[src/rtl/fifo_ram_dp.sv]
// Dual-port storage for the synchronous FIFO: one synchronous write port and
// one asynchronous read port. Kept separate so a registered-read BRAM variant
// can be dropped in later without touching the FIFO control logic.
module fifo_ram_dp #(
   parameter int DATA_W = 8,
   parameter int ADDR_W = 4
) (
   input  logic              clk,
   input  logic              wr_en,
   input  logic [ADDR_W-1:0] w_addr,
   input  logic [DATA_W-1:0] wdata,
   input  logic [ADDR_W-1:0] r_addr,
   output logic [DATA_W-1:0] rdata
);

   localparam int DEPTH = 1 << ADDR_W;

   // Storage is deliberately not reset; validity is tracked by the FIFO count.
   logic [DATA_W-1:0] mem [DEPTH];

   // Write port: store the word on the rising edge when enabled.
   always_ff @(posedge clk) begin
      if (wr_en) begin
         mem[w_addr] <= wdata;
      end
   end

   // Read port is combinational so the head word is visible without latency.
   assign rdata = mem[r_addr];

endmodule

[src/rtl/fifo_sync_param.sv]
// Parametrised synchronous FIFO with show-ahead read, occupancy count,
// programmable almost-full/almost-empty thresholds, synchronous flush and
// one-cycle overflow/underflow error pulses.
module fifo_sync_param #(
   parameter int DATA_W   = 8,
   parameter int ADDR_W   = 4,
   parameter int AF_LEVEL = 12,
   parameter int AE_LEVEL = 4
) (
   input  logic              clk,
   input  logic              rst_n,
   input  logic              clear,
   input  logic              push,
   input  logic [DATA_W-1:0] push_data,
   input  logic              pop,
   output logic [DATA_W-1:0] pop_data,
   output logic              full,
   output logic              empty,
   output logic              almost_full,
   output logic              almost_empty,
   output logic [ADDR_W:0]   count,
   output logic              overflow,
   output logic              underflow
);

   localparam int DEPTH = 1 << ADDR_W;
   localparam int CNT_W = ADDR_W + 1;

   localparam logic [CNT_W-1:0] DEPTH_CNT = CNT_W'(DEPTH);
   localparam logic [CNT_W-1:0] AF_CNT    = CNT_W'(AF_LEVEL);
   localparam logic [CNT_W-1:0] AE_CNT    = CNT_W'(AE_LEVEL);

`ifndef SYNTHESIS
   // Out-of-range thresholds would make the flags meaningless.
   initial begin
      if (AF_LEVEL < 1 || AF_LEVEL > DEPTH) begin
         $error("fifo_sync_param: AF_LEVEL=%0d outside 1..%0d", AF_LEVEL, DEPTH);
      end
      if (AE_LEVEL < 0 || AE_LEVEL > DEPTH - 1) begin
         $error("fifo_sync_param: AE_LEVEL=%0d outside 0..%0d", AE_LEVEL, DEPTH - 1);
      end
      if (ADDR_W < 1 || DATA_W < 1) begin
         $error("fifo_sync_param: DATA_W=%0d ADDR_W=%0d must be >= 1", DATA_W, ADDR_W);
      end
   end
`endif

   logic [ADDR_W-1:0] w_ptr_q, w_ptr_d;
   logic [ADDR_W-1:0] r_ptr_q, r_ptr_d;
   logic [CNT_W-1:0]  count_q, count_d;
   logic              overflow_q, overflow_d;
   logic              underflow_q, underflow_d;

   logic              push_ok;
   logic              pop_ok;
   logic              wr_en;

   // Flags decode from the registered count only, so no input reaches them.
   assign full         = (count_q == DEPTH_CNT);
   assign empty        = (count_q == '0);
   assign almost_full  = (count_q >= AF_CNT);
   assign almost_empty = (count_q <= AE_CNT);
   assign count        = count_q;
   assign overflow     = overflow_q;
   assign underflow    = underflow_q;

   // Acceptance uses the pre-edge flags; a flush suppresses both requests.
   assign push_ok = push & ~full;
   assign pop_ok  = pop & ~empty;
   assign wr_en   = push_ok & ~clear;

   // Next-state for pointers, occupancy and error pulses.
   always_comb begin
      w_ptr_d     = w_ptr_q;
      r_ptr_d     = r_ptr_q;
      count_d     = count_q;
      overflow_d  = 1'b0;
      underflow_d = 1'b0;

      if (clear) begin
         w_ptr_d = '0;
         r_ptr_d = '0;
         count_d = '0;
      end else begin
         overflow_d  = push & full;
         underflow_d = pop & empty;
         if (push_ok) begin
            w_ptr_d = w_ptr_q + 1'b1;
         end
         if (pop_ok) begin
            r_ptr_d = r_ptr_q + 1'b1;
         end
         unique case ({push_ok, pop_ok})
            2'b10:   count_d = count_q + 1'b1;
            2'b01:   count_d = count_q - 1'b1;
            default: count_d = count_q;
         endcase
      end
   end

   // Registered state with synchronous active-low reset.
   always_ff @(posedge clk) begin
      if (!rst_n) begin
         w_ptr_q     <= '0;
         r_ptr_q     <= '0;
         count_q     <= '0;
         overflow_q  <= 1'b0;
         underflow_q <= 1'b0;
      end else begin
         w_ptr_q     <= w_ptr_d;
         r_ptr_q     <= r_ptr_d;
         count_q     <= count_d;
         overflow_q  <= overflow_d;
         underflow_q <= underflow_d;
      end
   end

   fifo_ram_dp #(
      .DATA_W (DATA_W),
      .ADDR_W (ADDR_W)
   ) u_ram (
      .clk    (clk),
      .wr_en  (wr_en),
      .w_addr (w_ptr_q),
      .wdata  (push_data),
      .r_addr (r_ptr_q),
      .rdata  (pop_data)
   );

endmodule

[config.mk]
export PLATFORM = sky130hd
export DESIGN_NAME = fifo_sync_param
export DESIGN_NICKNAME = d
export VERILOG_FILES = /design/src/rtl/fifo_ram_dp.sv /design/src/rtl/fifo_sync_param.sv
export SDC_FILE = /design/constraint.sdc
export NUM_CORES = 1
export LEC_CHECK = 0
export ABC_AREA = 1
export BUFFER_PORTS_ARGS = -buffer_cell sky130_fd_sc_hd__buf_2
export CORE_AREA = 8 8 115 117
export DETAILED_ROUTE_END_ITERATION = 10
export DIE_AREA = 0 0 123 125
export PLACE_DENSITY = 0.75
export SYNTH_ARGS = -nofsm -noshare
export SYNTH_HDL_FRONTEND = slang
export SYNTH_SLANG_ARGS = --single-unit
[constraint.sdc]
create_clock -name clk -period 1.9 [get_ports clk]
set_clock_uncertainty 0.05 [all_clocks]
set_input_delay 0.095 -clock clk [delete_from_list [all_inputs] [get_ports clk]]
set_output_delay 0.095 -clock clk [all_outputs]
set_load 0.005 [all_outputs]
Yosys cells after proc, flatten, opt, wreduce, memory -nomap -nowiden
Memories as Yosys holds them, arrays and structs flattened. A register that Yosys moved wholly into a read port is not among the register bits.
Index checks and enable logic that the tools add are counted.
- register bits: 15
- bits in writable memories: 128
- bits of input ports: 13
- output and inout port bits: 19
- logic and storage cells: 32
- memories: 1
- $add $sub $neg: 4
- $lt $le $gt $ge: 2
- equal/unequal tests: 3
- multiplexer cells: 5
- bitwise operators: 9
- reduce and logical (&&, ||, !) cells: 3
- memory list (memory ; words ; width ; read ports ; clocked after Yosys merged registers in ; wr ports ; RTL line ; text):
    u_ram.mem ; 16 ; 8 ; 1 ; 1 ; 1 ; fifo_ram_dp.sv:19 ; logic [DATA_W-1:0] mem [DEPTH];
- operator list (operator ; number):
    $pmux 5 s2 ; 1
    $add 4x1->4 const B ; 2
    $mux 4 ; 2
    $add 5x1->5 const B ; 1
    $and 1x1->1 ; 5
    $eq 5x5->1 const B ; 1
    $ge 5x4->1 const B ; 1
    $le 5x3->1 const B ; 1
    $logic_not 5->1 ; 1
    $sub 5x1->5 const B ; 1
    $not 1->1 ; 4
    $eq 2x1->1 const B ; 1
    $eq 2x2->1 const B ; 1
    $mux 1 ; 2
    $reduce_bool 2->1 ; 1
    $reduce_or 2->1 ; 1

Depth between registers and ports, before layout
Gate-level depths: netlist (run 1).
- depth in word-level cells: 6
- gate-level depth with buffers: 16
- depth with buffers taken out: 15

Cells and area by module
A second synthesis (run 1) with hierarchy kept.
- cells, all modules: 666
- area, all modules: 6530.0 µm²
- by module, submodules not included (module ; instances ; cells each ; area an instance (µm²) ; sequential area each (µm²)):
    fifo_ram_dp ; 1 ; 543 ; 5606.6 ; 3843.7
    fifo_sync_param ; 1 ; 123 ; 923.4 ; 300.3

Worst setup path after synthesis (run 1)
No wires, ideal clock.
- kind: flip-flop to flip-flop
- from: reg count_q[1], in the netlist count[1]
- to: reg count_q[2], in the netlist count[2]
- library setup time: 0.113 ns
- arrival: 1.855 ns
- required time: 1.737 ns
- slack: -0.118 ns
- cell stages (with the launch flop): 14
- path buffers: 1
- clock period less this slack: 2.018 ns
- cell sequence: dfxtp_1 > nor2_2 > nand3_1 > nand2_4 > inv_2 > ha_1 > clkbuf_2 > xor2_1 > ha_1 > inv_1 > nand2_2 > xor2_1 > o21ai_1 > inv_1
- word-level cells in the longest chain between the ends: 5
- elaborated cells between the ends (all ways): 12
- ends and longest elaborated chain (element ; RTL line ; text):
    start, declared ; fifo_sync_param.sv:50 ; logic [CNT_W-1:0] count_q, count_d;
    start signal, assigned ; fifo_sync_param.sv:112 ; count_q <= count_d;
    $logic_not 5->1 (*) ; fifo_sync_param.sv:60 ; assign empty = (count_q == '0);
    $not 1->1 (*) ; fifo_sync_param.sv:69 ; assign pop_ok = pop & ~empty;
    $and 1x1->1 (*) ; fifo_sync_param.sv:69 ;
    via pop_ok ; fifo_sync_param.sv:55 ; logic pop_ok;
    $eq 2x1->1 or $eq 2x2->1 (tied branches) ; fifo_sync_param.sv:93 ; unique case ({push_ok, pop_ok})
    $pmux 5 s2 or $reduce_bool 2->1 (tied branches) ; - ;
The timed path passes the listed nets; every way through them passes the cells marked *.
A chain may end at the register's enable or synchronous reset.

==> results of run 1 <==
-- state kept, by name (all words and copies together), names as in the netlist, named ones only --
signal,flops
count,5
u_ram.mem,128
overflow,1
w_ptr_q,4
r_ptr_q,4
underflow,1
-- per-layer routing --
layer  GRT usage, %  up-vias
met5              0        -
met1           22.9     2059
met3           4.77       30
met2           31.4      184
met4           7.87        0
li1               -     1912
-- how the worst min path moves through the flow --
stage | start | slack, ns | cells after the start | to
after detailed placement | pop | 0.33 | 3 | underflow$_SDFF_PP0_
final | push_data[4] | 0.03 | 1 | u_ram.mem[1][4]$_DFFE_PP_
after global placement | pop | 0.33 | 3 | underflow$_SDFF_PP0_
after floorplan | push_data[0] | 0.14 | 0 | u_ram.mem[0][0]$_DFFE_PP_
after CTS | push_data[4] | 0.02 | 1 | u_ram.mem[8][4]$_DFFE_PP_
after global routing | push_data[4] | 0.03 | 1 | u_ram.mem[12][4]$_DFFE_PP_
-- worst register-to-register path, cell delays in order (launching register included) --
cell and delay (ns):
dfxtp_1 0.34, nor2_4 0.15, nand3_2 0.12, nand2_4 0.09, inv_4 0.05, ha_4 0.19
xor2_4 0.17, ha_4 0.16, inv_2 0.04, nand2_2 0.06, nand2_2 0.07, nand2_2 0.06
nand2_2 0.07, nand3_2 0.05, nand2_1 0.06, inv_1 0.04
-- power breakdown --
part           leakage [nW]  total [mW]  switching, mW  internal (mW)
sequential             1.31        3.59         0.0390           3.55
combinational          1.22       0.901          0.489          0.411
clock                 0.265        3.12           1.22           1.89
-- through the flow --
stage               setup TNS, ns  hold slack, ns  instances
global route                -1.36          0.0262        724
finish                     -0.698          0.0311        724
global placement                0           0.326        669
detailed placement              0           0.330        669
floorplan                -0.00931           0.144        488
CTS                        -0.403          0.0220        713
-- cells in the mapped netlist (all sizes together) --
cell and number:
edfxtp 128, inv 58, o21ai 44, a21oi 39
mux2i 32, nor2 32, o211ai 32, nand2 30
nand3 24, dfxtp 19, clkbuf 14, buf 11
ha 7, nor3 6, xor2 5, nor3b 3
xnor2 2, a211oi 1, nand4 1
-- cell type report --
type | instances | area (µm²) | area share [%]
Sequential cell | 147 | 4240 | 55.0
Multi-Input combinational cell | 258 | 1730 | 22.4
Timing Repair Buffer | 83 | 788 | 10.2
Clock buffer | 18 | 429 | 5.57
Inverter | 58 | 220 | 2.86
Tap cell | 147 | 184 | 2.39
Clock inverter | 13 | 119 | 1.54
-- cell families (layout without fill, tap and decap cells) --
| kind of cell | count (synthesis) | count (layout) |
|---|---|---|
| mux | 32 | 32 |
| compound gates | 116 | 116 |
| flops | 147 | 147 |
| buf+inv | 83 | 172 |
| xor+xnor | 7 | 7 |
| simple gates | 96 | 96 |
| fa+ha+maj | 7 | 7 |
-- repair_timing --
item | 4_1_cts | 5_1_grt
pin swaps | 13 | 24
hold endpoints to repair | 2 | 0
gates cloned | 4 | 2
endpoints found under the setup margin | 8 | 35
hold buffers | 2 | 0
buffers inserted | 7 | 9
resized for setup | 36 | 30
==> reports/results.ini, run 1 <==
[yosys]
ys_types=30
synth_nets=508
synthesis.area_mm2=0.00614
synth_area_leader_cell=edfxtp_1
synth_top_family_by_area=compound AO/OA/AOI/OAI gates
muxShareOfSynthArea_pct=5.21
synthTopCellsByArea=edfxtp_1 (63%), dfxtp_1 (6.2%), mux2i_1 (5.2%)
yosys_warnings=0
netlist.area_leader.share_pct=62.6
synth_seq_area_share_pct=68.7
synth-simple-area-share_pct=7.27
avgSynthCellArea_um2=12.6
synth_cells=488
synth_xor_area_share_pct=0.998
synth.ff_latch_count=147
synth_compound_area_share_pct=10.8
synthAdderAreaFrac_pct=1.43

[clocking]
cts_buffer_depth=2
tritoncts=done
path_clk_slew_ns=0.06
cts_sinks=147
clk_latency_ns=0.41
ctsRootBufferMaster=clkbuf_16
htreeDepth=4
cts_buffers=17

[power_and_ir_drop]
p_total_mw=7.61
total_leakage_power_nw=2.80
ir_drop_mv=0.844
power.density_mw_per_mm2=987

[final_layout]
final_cell_mix=edfxtp_1 (128), inv_1 (55), o211ai_1 (32)
fin_area_mm2=0.00771
num-nets-final=585
drive_gt1_share_pct=25.8
n_fill_cell=818
syn_to_final_growth_pct=25.5
finish.utilization_pct=66.4
final_common_cell=edfxtp_1
antennaDiodeCount=0

[worst_setup_path]
crit_type=reg2out
crit_arrival_ns=1.88
endpoint_kind=output pin
cpMaxStageDelayCell=dfxtp_4
endpoint=pop_data[7]
r2r_setup_slack_ns=0.04
path_max_fanout=7
r2r_cells=15
cp_num_cells=7
crit_buf_inv=3
cp_slowest_stage_delay_ns=0.40
timing.rr.end=count[4]$_SDFFE_PP0P_
required_ns=1.75
r2r-start=count[2]$_SDFFE_PP0P_
start_kind=flip-flop
crit_family=buffers and inverters
crit_path_cell_trace=buf_6 > buf_12 > mux2i_2 > o21ai_1 > o211ai_1 > nand2_1 > buf_2

[placement]
place_congestion=0.785
dp_hpwl_mm=8.09
place_area_mm2=0.00667
dpl_worst_slack_ns=0.0260
io_buffer_count=31

[grt]
gr-usage-all-layers_pct=18.9
grt_overflow=0
grt_pass1_wl_mm=21.6
grt_max_degree=33
antenna_found_initial=0
grt_pass1_vias=4044

[floorplan]
rows=40
dieWidth_um=123
core_area_mm2=0.0116
pin_count=32
die_y_um=125
dieArea_mm2=0.0154
start_util_pct=52.9

[routing]
wl_mm=14.7
routed-wl-met2_mm=7.53
top_layer_used=met4
vias=4185
dr.pass1.iters=5
ant_nets=0
drt_iter0_markers=547
m1WireLength_mm=5.81
routedWlPerCell_um=20.3
drc=0
via_per_inst=5.78
met3WireLength_um=941

[run]
cap_violations=0

[timing]
fmax_ghz=0.494
slew_viol_final=0
worstMarginPinSlew_ns=0.622
max_slew_margin_pct=58.4
setup_viol=8
hold_viol=0
rsz0062_at_grt=yes
fin_crit_ns=2.03
post-route-period-util_pct=107
worst_slack_ns=-0.126

[outcome]
status=finished, violations left
violations=negative setup slack

[worst_hold_path]
min_path_type=in2reg

Power figures use the tool's default switching activity.
==> run 2: changes to the inputs <==
SETUP_SLACK_MARGIN = 0.3   (was default)
==> run 2 against run 1 <==
Net effect:
- critical path type unchanged
- register-to-register slack got worse by 0.04 ns
- combinational power increased by 9.8%
- highest routed layer unchanged
- clock-buffer cell count increased by 1
- clock power is 10% higher
- via count rose by 0.76%
- maximum frequency fell by 0.72%
- sequential power about the same
- routed wire length decreased by 2.1%
- the flow still finishes with violations (negative setup slack)
==> reports/results.ini, run 2 (synthesis results as in run 1) <==
[clocking]
cts_buffer_depth=2
path_clk_slew_ns=0.06
htreeDepth=4
tritoncts=done
clk_latency_ns=0.41
cts_buffers=17
ctsRootBufferMaster=clkbuf_16
cts_sinks=147

[power_and_ir_drop]
power.density_mw_per_mm2=997
p_total_mw=8.01
ir_drop_mv=0.583
total_leakage_power_nw=2.88

[final_layout]
final_cell_mix=edfxtp_1 (128), inv_1 (54), o211ai_1 (32)
final_common_cell=edfxtp_1
regMostFlops=u_ram.mem
largest_register_ffs=128
drive_gt1_share_pct=31.3
syn_to_final_growth_pct=30.7
seqCellArea_mm2=0.00424
n_fill_cell=739
num-nets-final=594
antennaDiodeCount=0
multiInputGateArea_mm2=0.00187

[timing]
rsz0062_at_grt=yes
fin_setup_tns_ns=-0.785
max_slew_margin_pct=56.2
hold_viol=0
setup_viol=9
worstMarginPinSlew_ns=0.656
fmax_ghz=0.490
fin_crit_ns=2.04
post-route-period-util_pct=107
slew_viol_final=0
worst_slack_ns=-0.141
worst_hold_slack_ns=0.0394

[grt]
use_met1_pct=22.6
grt_pass1_vias=4021
grt_overflow=0
gr-usage-all-layers_pct=18.4
antenna_found_initial=0
busiest_layer=met2
met3_usage_pct=4.14
use_met2_pct=30.2
grt_max_degree=35
grt_pass1_wl_mm=21.0

[worst_setup_path]
path_max_fanout=8
r2r-start=count[1]$_SDFFE_PP0P_
crit_arrival_ns=1.90
start_kind=flip-flop
endpoint_kind=output pin
crit_type=reg2out
required_ns=1.75
r2r_cells=15

[placement]
dp_hpwl_mm=8.18
place_congestion=0.816
io_buffer_count=31

[worst_hold_path]
whs_path_depth=1
hp-start=push_data[2]
min_path_type=in2reg

[routing]
via_per_inst=5.75
drc=0
ant_nets=0
vias=4217
dr.pass1.iters=6
drt_iter0_markers=452
wl_mm=14.4
routedWlPerCell_um=19.6

[run]
cap_violations=0

[floorplan]
die_y_um=125
pin_count=32
core_area_mm2=0.0116
dieWidth_um=123
rows=40
dieArea_mm2=0.0154
start_util_pct=52.9

[outcome]
status=finished, violations left
violations=negative setup slack

run 2: cell types whose count changed in the layout (fill, tap and decap cells not counted), moves of 3 or more:
cell,delta
buf_16,-4
nor2_1,-16
nand2_8,+4
o21ai_0,+6
clkinv_1,-4
nor2_4,+6
buf_12,+4
nand2_1,-3
nor2_2,+10
buf_6,+6
o21ai_2,+3
o21ai_1,-9
run 2: cell type report:
type / instances / share of cell area, %
sequential: 147 / 52.8
inverter: 58 / 2.90
clock inverter: 13 / 2.29
multi-input combinational: 258 / 23.2
tap: 147 / 2.29
clock buffer: 19 / 5.39
timing repair buffer: 92 / 11.1
run 2: through the flow:
stage	utilization, %	instance area, µm²	worst slack [ns]	cells
detailed placement	58.2	6750	-0.0115	666
global route	69.2	8030	-0.245	734
finish	69.2	8030	-0.141	734
global placement	58.2	6750	0.0793	666
CTS	65.7	7630	-0.0870	713
floorplan	-	6250	-0.00441	488
run 2: critical path: stages, from the launching register on:
cell	delay (ns)
dfxtp_4	0.36
buf_12	0.14
buf_12	0.13
a21oi_1	0.20
o21ai_2	0.08
o211ai_1	0.13
o211ai_1	0.18
nand2_1	0.13
buf_2	0.12
run 2: timing repair:
item / CTS / global route
setup endpoints to repair: 140 / 121
hold buffers: 2 / 0
gates resized for setup: 29 / 55
pin swaps: 10 / 28
gates cloned: 1 / 5
buffers inserted: 12 / 16
endpoints found under the hold margin: 2 / 0
run 2: final timing paths:
path	to	slack, ns
hold / removal	u_ram.mem[0][2]$_DFFE_PP_	0.04
hold reg to reg	r_ptr_q[3]$_SDFFE_PP0P_	0.46
setup / recovery	pop_data[4]	-0.14
setup reg to reg	count[4]$_SDFFE_PP0P_	0
run 2: where the power goes:
part / total (mW) / internal, mW / leakage, nW / switching, mW
Clock: 3.44 / 2.19 / 0.293 / 1.25
Combinational: 0.989 / 0.447 / 1.28 / 0.542
Sequential: 3.58 / 3.55 / 1.31 / 0.0287
run 2: metal layers:
layer | up-vias | share of wire [%]
met3 | 30 | 7.3
met1 | 2038 | 39
met4 | 0 | 2.8
met5 | - | 0
met2 | 214 | 51
li1 | 1935 | -
